[config.mk]
export PLATFORM = sky130hd
export DESIGN_NAME = div_unit
export DESIGN_NICKNAME = d
export VERILOG_FILES = /design/src/rtl/div_unit.sv
export SDC_FILE = /design/constraint.sdc
export NUM_CORES = 1
export LEC_CHECK = 0
export CORE_MARGIN = 2
export CORE_UTILIZATION = 60
export DETAILED_ROUTE_END_ITERATION = 10
export PLACE_DENSITY_LB_ADDON = 0.08
export SYNTH_ARGS = -nofsm -noshare
export SYNTH_HDL_FRONTEND = slang
export SYNTH_SLANG_ARGS = --single-unit
export TNS_END_PERCENT = 5
[constraint.sdc]
create_clock -name clk_i -period 10.98 [get_ports clk_i]
set_input_delay 2.196 -clock clk_i [delete_from_list [all_inputs] [get_ports clk_i]]
set_output_delay 2.196 -clock clk_i [all_outputs]
set_load 0.1 [all_outputs]
[src/rtl/div_unit.sv]
// Iterative RV32M divider (DIV/DIVU/REM/REMU), one restoring step per cycle.
// Define DIV_FAST_SPECIAL_EN to retire divide-by-zero and signed overflow without iterating.
module div_unit #(
  parameter int unsigned XLEN = 32
) (
  input  logic            clk_i,
  input  logic            rst_ni,
  input  logic            start_i,
  input  logic [1:0]      op_sel_i,
  input  logic [XLEN-1:0] opr_a_i,
  input  logic [XLEN-1:0] opr_b_i,
  input  logic            flush_i,
  output logic            ready_o,
  output logic            busy_o,
  output logic            valid_o,
  output logic [XLEN-1:0] res_o
);

  typedef enum logic [1:0] {StIdle, StCalc, StDone} state_e;

  localparam logic [XLEN-1:0] MinNeg = {1'b1, {(XLEN-1){1'b0}}};

  state_e          state_q;
  logic [1:0]      op_q;
  logic            sa_q, sb_q, dz_q, ov_q;
  logic [XLEN-1:0] a_orig_q;
  logic [XLEN-1:0] quo_q;
  logic [XLEN:0]   rem_q;
  logic [XLEN-1:0] dvs_q;
  logic [4:0]      cnt_q;
  logic [XLEN-1:0] res_stage_q;
  logic [XLEN-1:0] res_q;

  // Accept-side decode
  logic            sa_in, sb_in, dz_in, ov_in, accept;
  logic [XLEN-1:0] mag_a, mag_b;

  always_comb begin
    sa_in  = ~op_sel_i[0] & opr_a_i[XLEN-1];
    sb_in  = ~op_sel_i[0] & opr_b_i[XLEN-1];
    mag_a  = sa_in ? (~opr_a_i + 1'b1) : opr_a_i;
    mag_b  = sb_in ? (~opr_b_i + 1'b1) : opr_b_i;
    dz_in  = (opr_b_i == '0);
    ov_in  = ~op_sel_i[0] & (opr_a_i == MinNeg) & (opr_b_i == '1);
    accept = (state_q == StIdle) & start_i & ~flush_i;
  end

  // One restoring step; the extra top bit of shifted/trial catches the borrow.
  logic [XLEN+1:0] shifted, trial;
  logic [XLEN:0]   rem_nx;
  logic [XLEN-1:0] quo_nx;

  always_comb begin
    shifted = {rem_q, quo_q[XLEN-1]};
    trial   = shifted - {2'b00, dvs_q};
    if (trial[XLEN+1]) begin
      rem_nx = shifted[XLEN:0];
      quo_nx = {quo_q[XLEN-2:0], 1'b0};
    end else begin
      rem_nx = trial[XLEN:0];
      quo_nx = {quo_q[XLEN-2:0], 1'b1};
    end
  end

  function automatic logic [XLEN-1:0] fixup(input logic [1:0] op, input logic sa, input logic sb,
                                            input logic dz, input logic ov,
                                            input logic [XLEN-1:0] a_orig,
                                            input logic [XLEN-1:0] q, input logic [XLEN:0] r);
    logic [XLEN-1:0] rr;
    rr = r[XLEN-1:0];
    if (dz)          return op[1] ? a_orig : '1;
    else if (ov)     return op[1] ? '0 : MinNeg;
    else if (op[1])  return sa ? (~rr + 1'b1) : rr;
    else             return (sa ^ sb) ? (~q + 1'b1) : q;
  endfunction

  always_ff @(posedge clk_i or negedge rst_ni) begin
    if (!rst_ni) begin
      state_q     <= StIdle;
      op_q        <= '0;
      sa_q        <= 1'b0;
      sb_q        <= 1'b0;
      dz_q        <= 1'b0;
      ov_q        <= 1'b0;
      a_orig_q    <= '0;
      quo_q       <= '0;
      rem_q       <= '0;
      dvs_q       <= '0;
      cnt_q       <= '0;
      res_stage_q <= '0;
      res_q       <= '0;
    end else if (flush_i) begin
      state_q <= StIdle;
    end else begin
      unique case (state_q)
        StIdle: begin
          if (accept) begin
            op_q     <= op_sel_i;
            sa_q     <= sa_in;
            sb_q     <= sb_in;
            dz_q     <= dz_in;
            ov_q     <= ov_in;
            a_orig_q <= opr_a_i;
            quo_q    <= mag_a;
            dvs_q    <= mag_b;
            rem_q    <= '0;
            cnt_q    <= 5'd31;
`ifdef DIV_FAST_SPECIAL_EN
            if (dz_in || ov_in) begin
              res_stage_q <= fixup(op_sel_i, sa_in, sb_in, dz_in, ov_in, opr_a_i, '0, '0);
              state_q     <= StDone;
            end else begin
              state_q <= StCalc;
            end
`else
            state_q  <= StCalc;
`endif
          end
        end
        StCalc: begin
          quo_q <= quo_nx;
          rem_q <= rem_nx;
          cnt_q <= cnt_q - 5'd1;
          if (cnt_q == 5'd0) begin
            res_stage_q <= fixup(op_q, sa_q, sb_q, dz_q, ov_q, a_orig_q, quo_nx, rem_nx);
            state_q     <= StDone;
          end
        end
        StDone: begin
          res_q   <= res_stage_q;
          state_q <= StIdle;
        end
        default: state_q <= StIdle;
      endcase
    end
  end

  assign ready_o = (state_q == StIdle);
  assign busy_o  = (state_q != StIdle);
  // A flush in DONE hides the new result and keeps the previous one visible.
  assign valid_o = (state_q == StDone) & ~flush_i;
  assign res_o   = valid_o ? res_stage_q : res_q;

endmodule

==> results of run 1 <==
registers in the layout, indices dropped and copies added (netlist names):
signal and flops:
rem_q 33, op_q 1, sb_q 1, a_orig_q 32, dz_q 1, res_q 32
sa_q 1, quo_q 32, res_stage_q 32, ov_q 1, state_q 2, dvs_q 32
cnt_q 5
how the worst max path moves through the flow:
stage | from | to | cells past startpoint
final | flush_i | res_o[21] | 5
after floorplan | flush_i | res_o[22] | 3
after global placement | flush_i | res_o[13] | 5
after global routing | flush_i | res_o[21] | 5
after CTS | flush_i | res_o[21] | 5
after detailed placement | flush_i | res_o[3] | 5
metal layers:
| metal | vias up | global-route usage [%] |
|---|---|---|
| met1 | 6019 | 50.5 |
| met2 | 541 | 48.4 |
| met3 | 69 | 7.58 |
| li1 | 6078 | - |
| met5 | - | 0 |
| met4 | 0 | 8.39 |
layout make-up:
| cell class | count | area (um2) | area share [%] |
|---|---|---|---|
| sequential | 205 | 5130 | 32.3 |
| clock inverter | 9 | 113 | 0.708 |
| tap | 285 | 357 | 2.24 |
| clock buffer | 35 | 712 | 4.48 |
| timing repair buffer | 121 | 1170 | 7.37 |
| multi-input combinational | 1339 | 8190 | 51.5 |
| inverter | 60 | 225 | 1.42 |
layout by cell type (no fill, tap or decap), types with 4 or more instances in the layout:
cell type,netlist,final
clkdlybuf4s50_1,0,103
o21ai_0,185,185
ha_1,39,39
clkbuf_1,75,4
o21a_1,7,7
o41ai_1,8,8
mux2_2,36,36
nor2b_1,9,8
o211ai_1,8,8
nor2_1,126,126
clkinv_2,0,4
clkbuf_8,0,8
o21ai_1,20,19
mux2i_1,26,26
o31ai_1,15,15
nor4_1,15,15
nor3b_1,8,6
xor2_1,51,51
a31oi_1,18,18
or3_1,14,14
buf_4,2,17
o221ai_1,5,5
xnor2_1,88,88
nand2_1,301,301
a211oi_1,9,9
dfrtp_1,205,204
nand3_1,16,16
and3_1,11,11
a21o_1,14,14
o22ai_1,8,8
a21oi_1,140,140
nand2b_1,13,13
clkbuf_16,0,24
nor3_1,36,36
inv_1,58,58
o2111ai_1,4,4
nand4_1,17,17
or4_1,7,7
or2_2,5,5
worst register-to-register path, cell delays in order (launching register included):
cell	delay (ns)
dfrtp_1	0.44
ha_1	0.31
nor2b_1	0.14
o2111ai_1	0.54
a2111o_1	0.31
o211ai_4	0.15
a211oi_4	0.32
xnor2_4	0.14
buf_4	0.52
inv_2	0.07
buf_4	0.29
a21oi_1	0.42
ha_1	0.24
inv_1	0.06
or3_1	0.39
nor3_1	0.32
mux2i_1	0.18
o31ai_1	0.31
xnor2_1	0.24
o21ai_1	0.11
a21boi_1	0.27
o21ai_1	0.11
metrics by stage:
| stage | total power [mW] | instances | cell area, um2 |
|---|---|---|---|
| floorplan | 2.61 | 1694 | 13900 |
| global placement | 3.14 | 2010 | 15100 |
| detailed placement | 3.18 | 2010 | 15100 |
| CTS | 4.02 | 2054 | 15900 |
| global route | 4.32 | 2054 | 15900 |
| finish | 4.06 | 2054 | 15900 |
report_power, final:
| part | internal (mW) | switching [mW] |
|---|---|---|
| Combinational | 0.816 | 1.38 |
| Sequential | 0.880 | 0.153 |
| Clock | 0.498 | 0.333 |
logic make-up after synthesis:
group	count (synthesis)	share of synthesized area, %
and+or+nand+nor	599	19.5
AOI/OAI and AO/OA	495	21.6
DFF	205	36.9
buffers and inverters	150	4.28
xor gates and xnor gates	140	8.96
muxes	65	5.07
adders and majority gates	40	3.66
==> results.txt, run 1 <==
----------------------------------------------------
[Yosys]
  Library cells used by synthesis ... 91
  Largest cells by area after synthesis ... dfrtp_1 37%, nand2_1 8.1%, o21ai_0 6.7%
  Gate Count Post-Synth ... roughly 1,700
  Area of the mapped netlist ... 13,900 um2
  List of most frequent post-synthesis cells ... 301 x nand2_1, 205 x dfrtp_1, 185 x o21ai_0, 140 x a21oi_1, 126 x nor2_1
  Area share of the leading cell type in the synthesized netlist ... between 30% and 40%
  FF+latch count, synth ... 205
  EDFF count, synth ... 0
  Leading register cell type out of synthesis ... dfrtp_1
  Synth Net Count ... 1,804
  Total of warnings raised by yosys ... 0
  Cell type contributing the most total cell area after synthesis ... dfrtp_1
  Library cell with the highest instance count after synthesis ... nand2_1
  Proportion of register bits with asynchronous set or reset after synthesis ... between 90% and 100%
  Post-synthesis average cell area ... 8.20 um2
  Sequential cell area fraction in the yosys report ... 36.9%

[Worst setup path]
  Worst reg2reg setup slack ... 5.00 ns
  CP Capture Type ... primary output
  Biggest cell delay along the critical path ... 1.15 ns
  Slowest CP cell ... clkdlybuf4s50_1
  FF-to-FF path depth ... 21
  Signal arrival time at the worst endpoint ... 4.75 ns
  R2R Path End ... res_stage_q[14]$_DFFE_PN0P_
  Startpoint-to-endpoint class of the critical path ... input pin to primary output
  Most used cell, CP ... clkdlybuf4s50_1
  CP cell instances ... clkdlybuf4s50_1, nor3b_2, buf_4, mux2_2, clkdlybuf4s50_1
  Required time of the critical path ... between 8 and 9 ns
  Family with the most delay on the worst path ... buffers and inverters
  Worst path bufs/invs ... 3
  Category of the worst setup path launch point ... input pin
  FF-to-FF Start ... rem_q[0]$_DFFE_PN0P_
  Peak fanout along the critical path ... 33

[Cells and area]
  Share of post-route cells with drive strength above 1 ... approximately 7.3%
  Count of filler cells inserted in the layout ... 1,877
  Post-layout utilization of the core ... between 70% and 80%
  Layout Nets ... roughly 1,900
  Antenna cell count ... 0
  Area growth from synthesis to layout ... 14.5%

[Clock tree]
  Root Buffer ... clkbuf_16
  CTS H-tree depth ... 1
  Clk sink count ... 205
  Count of instances resized after the clock tree is built ... 0
  Clock Tree Buf Depth ... 3
  Clock-pin slew of the registers on the worst-case setup and hold paths ... approximately 0.06 ns
  TritonCTS clock tree ... built
  Source-to-sink clock delay at the later pin of the worst-skew pair ... 0.53 ns
  Number of hold-repair buffers added at the cts stage ... 0
  Post-CTS repair timing setup buffer count ... 0
  CTS Buf Count ... 24

[Floorplanning]
  Initial standard-cell utilization of the core ... a little over 60%
  Die Footprint ... between 20,000 and 25,000 um2
  IO Pins ... around 110
  Number of core rows ... 55
  Die outline width ... approximately 160 um
  Placeable core area ... 22,700 um2
  Vertical die dimension ... 156 um

[Global route]
  Number of antenna violations at the first check in global routing ... 0
  Largest net degree at the start of global routing ... roughly 100
  First-pass GRT wire length ... 64,300 um
  Via count of the first global-routing pass ... 11,800
  Total congestion overflow after global routing ... 0
  All-layer global routing usage ... 33.4%

[Route]
  Per-cell routed wire length ... 19.6 um
  Via total after detailed routing ... 12,700
  Count of nets left with antenna violations after detail routing ... 0
  Via-per-instance ratio ... 6.19
  Met3 wire length ... roughly 4000 um
  First-pass iteration count of the detailed router ... 6
  Number of design rule violations left after detail routing ... 0
  DRT met1 WL ... 18,300 um
  Total Wirelength ... 40,300 um
  Top layer in use ... met4
  Wire length on met2 ... between 15,000 and 20,000 um
  Detailed router's first-iteration violation count ... 1,297

[Timing]
  Count of final max-slew check failures ... 0
  Slew at the pin closest to its max-slew limit ... 1.20 ns
  Part of the cycle the worst path needs ... 63.2%
  Post-route worst setup slack ... 4.04 ns
  Post-layout min period ... 6.94 ns
  TNS Setup ... 0 ns
  Clock tree skew after final layout ... 0.0266 ns
  Final hold slack ... 0.474 ns
  Count of endpoints failing setup in the final report ... 0
  Number of hold-slack violations in the final timing report ... 0
  Normalized max-slew margin ... 20.2%
  Peak Freq ... between 0.1 and 0.15 GHz
  Unrepaired setup endpoints after global routing ... false

[Place]
  Worst setup slack before clock tree synthesis ... between 4 and 5 ns
  Global placement routability congestion ... 0.931
  Count of input and output buffers ... 104
  Estimated wirelength of the detail-placed design ... slightly below 30,000 um

[Hold path]
  Worst hold path type ... flop to flop
  Hold worst-path end ... a_orig_q[10]$_DFFE_PN0P_
  Hold Path Stages ... 2
  Worst hold start ... a_orig_q[10]$_DFFE_PN0P_

[Power]
  Pleak ... approximately 7 nW
  PwrDens ... about 260 nW/um2
  Highest ir drop seen on vdd ... 0.286 mV

[Job]
  Max-cap viol count ... 0

[Run status]
  Run status ... finished, final reports clean

----------------------------------------------------
No activity file was read; power rests on OpenSTA's default activity.
==> run 2, diff against run 1 <==
- CORE_UTILIZATION: 60 -> 54
- clock period: 10.98 -> 5.8 ns (I/O delays scaled with it)
==> run 2 against run 1 <==
  * Clock skew down 0.019 ns
  * First-iteration DRC count up 0.93%
  * Cell count up 2.2%
  * Critical endpoint is now res_stage_q[24]$_DFFE_PN0P_
  * Largest power group unchanged
==> results.txt, run 2 (synthesis results as in run 1) <==
----------------------------------------------------
[Clock tree]
  TritonCTS clock tree ... built
  Clock Tree Buf Depth ... 3 (unchanged)
  Root Buffer ... clkbuf_16
  CTS H-tree depth ... 1 (unchanged)
  Count of instances resized after the clock tree is built ... 0 (unchanged)
  CTS Buf Count ... 24 (unchanged)
  Clk sink count ... 205 (unchanged)
  Source-to-sink clock delay at the later pin of the worst-skew pair ... 0.52 ns (about the same)
  Post-CTS repair timing setup buffer count ... 0 (unchanged)
  Clock-pin slew of the registers on the worst-case setup and hold paths ... 0.06 ns (about the same)
  Number of hold-repair buffers added at the cts stage ... 0 (unchanged)

[Cells and area]
  Share of post-route cells with drive strength above 1 ... 9.21% (+1.9 points)
  Area growth from synthesis to layout ... 14.5% (about the same)
  Antenna cell count ... 0 (unchanged)
  Commonest non-fill, non-tap cells in the layout ... 301 x nand2_1, 204 x dfrtp_1, 185 x o21ai_0, 140 x a21oi_1, 126 x nor2_1
  Number of non-filler instances in the completed layout ... 2,100 (+2.2%)
  Total area of multi-input combinational cells ... 8190 um2 (unchanged)
  Area taken by flip-flops and latches ... 5130 um2 (unchanged)
  Count of filler cells inserted in the layout ... 2,203 (+17%)
  Most common library cell in the layout ignoring fill and taps ... nand2_1
  Layout Nets ... 1,862 (+0.054%)
  Largest Register ... rem_q
  Flip-flop count of the largest register, all copies and words added ... 33 (unchanged)

[Hold path]
  Worst hold path type ... flop to flop

[Route]
  Detailed router's first-iteration violation count ... 1,309 (+0.93%)
  Total Wirelength ... 42,100 um (+4.3%)
  Via total after detailed routing ... 12,700 (-0.16%)
  Per-cell routed wire length ... 20.0 um (+2.0%)
  First-pass iteration count of the detailed router ... 6 (unchanged)
  Number of design rule violations left after detail routing ... 0 (unchanged)
  Via-per-instance ratio ... 6.04 (-2.3%)
  Count of nets left with antenna violations after detail routing ... 0 (unchanged)

[Global route]
  First-pass GRT wire length ... 65,900 um (+2.6%)
  Total congestion overflow after global routing ... 0 (unchanged)
  All-layer global routing usage ... 31.4% (-2.0 points)
  Largest net degree at the start of global routing ... 103 (unchanged)
  Via count of the first global-routing pass ... 11,500 (-3.2%)
  Number of antenna violations at the first check in global routing ... 1 (+1)

[Timing]
  Clock tree skew after final layout ... 0.00767 ns (-0.0190 ns)
  Final hold slack ... 0.475 ns (+0.00140 ns)
  Count of final max-slew check failures ... 0 (unchanged)
  Normalized max-slew margin ... 14.2% (-6.0 points)
  Unrepaired setup endpoints after global routing ... false
  Peak Freq ... roughly 0.20 GHz
  Number of hold-slack violations in the final timing report ... 0 (unchanged)
  Slew at the pin closest to its max-slew limit ... 1.29 ns (+0.0901 ns)
  TNS Setup ... 0 ns (unchanged)
  Count of endpoints failing setup in the final report ... 0 (unchanged)
  Part of the cycle the worst path needs ... 84.3%
  Post-layout min period ... 4.89 ns

[Place]
  Count of input and output buffers ... 104 (unchanged)
  Estimated wirelength of the detail-placed design ... 31,100 um (+6.4%)
  Global placement routability congestion ... 0.910 (-2.2%)
  Number of instances in the placed design ... 2,056 (+2.3%)

[Floorplanning]
  Number of core rows ... 58 (+5.5%)
  Die Footprint ... 27,000 um2 (+11%)
  Vertical die dimension ... 164 um (+5.3%)
  IO Pins ... 105 (unchanged)
  Placeable core area ... 25,300 um2 (+11%)
  Die outline width ... 164 um (+5.3%)
  Initial standard-cell utilization of the core ... 55.0% (-6.2 points)

[Power]
  Power spent charging and discharging nets ... 3.58 mW (+92%)
  Clock share of power ... 20.4% (about the same)
  Comb pwr share ... 54.2% (about the same)
  Pleak ... 6.99 nW (+1.0%)
  Internal power consumption ... 4.22 mW (+92%)
  Highest ir drop seen on vdd ... 0.372 mV (+30%)
  PwrDens ... 490 nW/um2 (+92%)
  Portion of total power attributed to sequential cells ... 25.4% (about the same)
  Switching part of the total ... 45.9% (about the same)

[Job]
  Max-cap viol count ... 0 (unchanged)

[Worst setup path]
  CP Capture Type ... flop
  Startpoint-to-endpoint class of the critical path ... flop to flop
  Category of the worst setup path launch point ... flop
  Peak fanout along the critical path ... 8 (-76%)
  Required time of the critical path ... 6.24 ns (-2.54 ns)
  Signal arrival time at the worst endpoint ... 5.33 ns (+0.58 ns)

[Run status]
  Run status ... finished, final reports clean

----------------------------------------------------
-- run 2: cell count changes in the layout (fill, tap and decap cells not counted) --
cell / before / now
clkbuf_16: 24 / 25
buf_4: 17 / 51
clkinvlp_4: 1 / 3
clkbuf_8: 8 / 5
bufinv_16: 2 / 3
clkdlybuf4s50_1: 103 / 70
clkinv_8: 1 / 0
-- run 2: layout make-up --
type                            instances  area share [%]
Multi-Input combinational cell       1339            51.5
Inverter                               60            1.42
Timing Repair Buffer                  122            6.90
Clock inverter                         11           0.889
Tap cell                              330            2.60
Sequential cell                       205            32.3
Clock buffer                           33            4.38
-- run 2: through the flow --
stage / utilization [%] / setup WS [ns] / cell area, um2 / power, mW
3_3_place_gp: 59.6 / 1.13 / 15100 / 6.09
3_5_place_dp: 59.6 / 1.04 / 15100 / 6.13
4_1_cts: 63.0 / 1.00 / 15900 / 7.73
5_1_grt: 63.0 / 0.589 / 15900 / 8.28
2_1_floorplan: - / 0.972 / 13900 / 4.94
6_report: 63.0 / 0.911 / 15900 / 7.79
-- run 2: layer usage --
metal | GRT usage (%) | vias up | wire (um)
met4 | 6.92 | 0 | 955
met2 | 43.8 | 502 | 17200
met5 | 0 | - | 0
met1 | 50.9 | 6039 | 20600
met3 | 4.39 | 49 | 3300
li1 | - | 6097 | -
-- run 2: critical path, stage by stage, from the launching register on --
cell	delay (ns)
dfrtp_1	0.42
ha_1	0.43
a21o_4	0.28
a31oi_2	0.27
a2111o_1	0.25
o211ai_4	0.14
a211oi_4	0.33
xnor2_4	0.10
inv_2	0.12
mux2i_1	0.31
ha_1	0.22
inv_1	0.06
or3_1	0.38
nor3_1	0.30
and3_1	0.24
o211ai_2	0.19
nor3b_1	0.29
mux2i_1	0.21
a21oi_1	0.08
a21oi_1	0.17
-- run 2: power groups by stage --
stage               Sequential (mW)  Clock [mW]  Combinational, mW
finish                         1.98        1.59               4.22
global route                   2.00        1.68               4.60
CTS                            1.96        1.61               4.16
detailed placement             1.98           0               4.14
global placement               1.98           0               4.12
floorplan                      1.86           0               3.08
-- run 2: final timing paths --
kind | from | endpoint | slack (ns) | cells past startpoint
worst max-delay path | rem_q[3]$_DFFE_PN0P_ | res_stage_q[24]$_DFFE_PN0P_ | 0.91 | 19
worst min-delay path | a_orig_q[4]$_DFFE_PN0P_ | a_orig_q[4]$_DFFE_PN0P_ | 0.48 | 2
worst max register to register | rem_q[3]$_DFFE_PN0P_ | res_stage_q[24]$_DFFE_PN0P_ | 0.91 | 19
worst min register to register | a_orig_q[4]$_DFFE_PN0P_ | a_orig_q[4]$_DFFE_PN0P_ | 0.48 | 2
max in group asynchronous | rst_ni | quo_q[16]$_DFFE_PN0P_ | 3.79 | 2
min in group asynchronous | rst_ni | dvs_q[24]$_DFFE_PN0P_ | 0.74 | 1
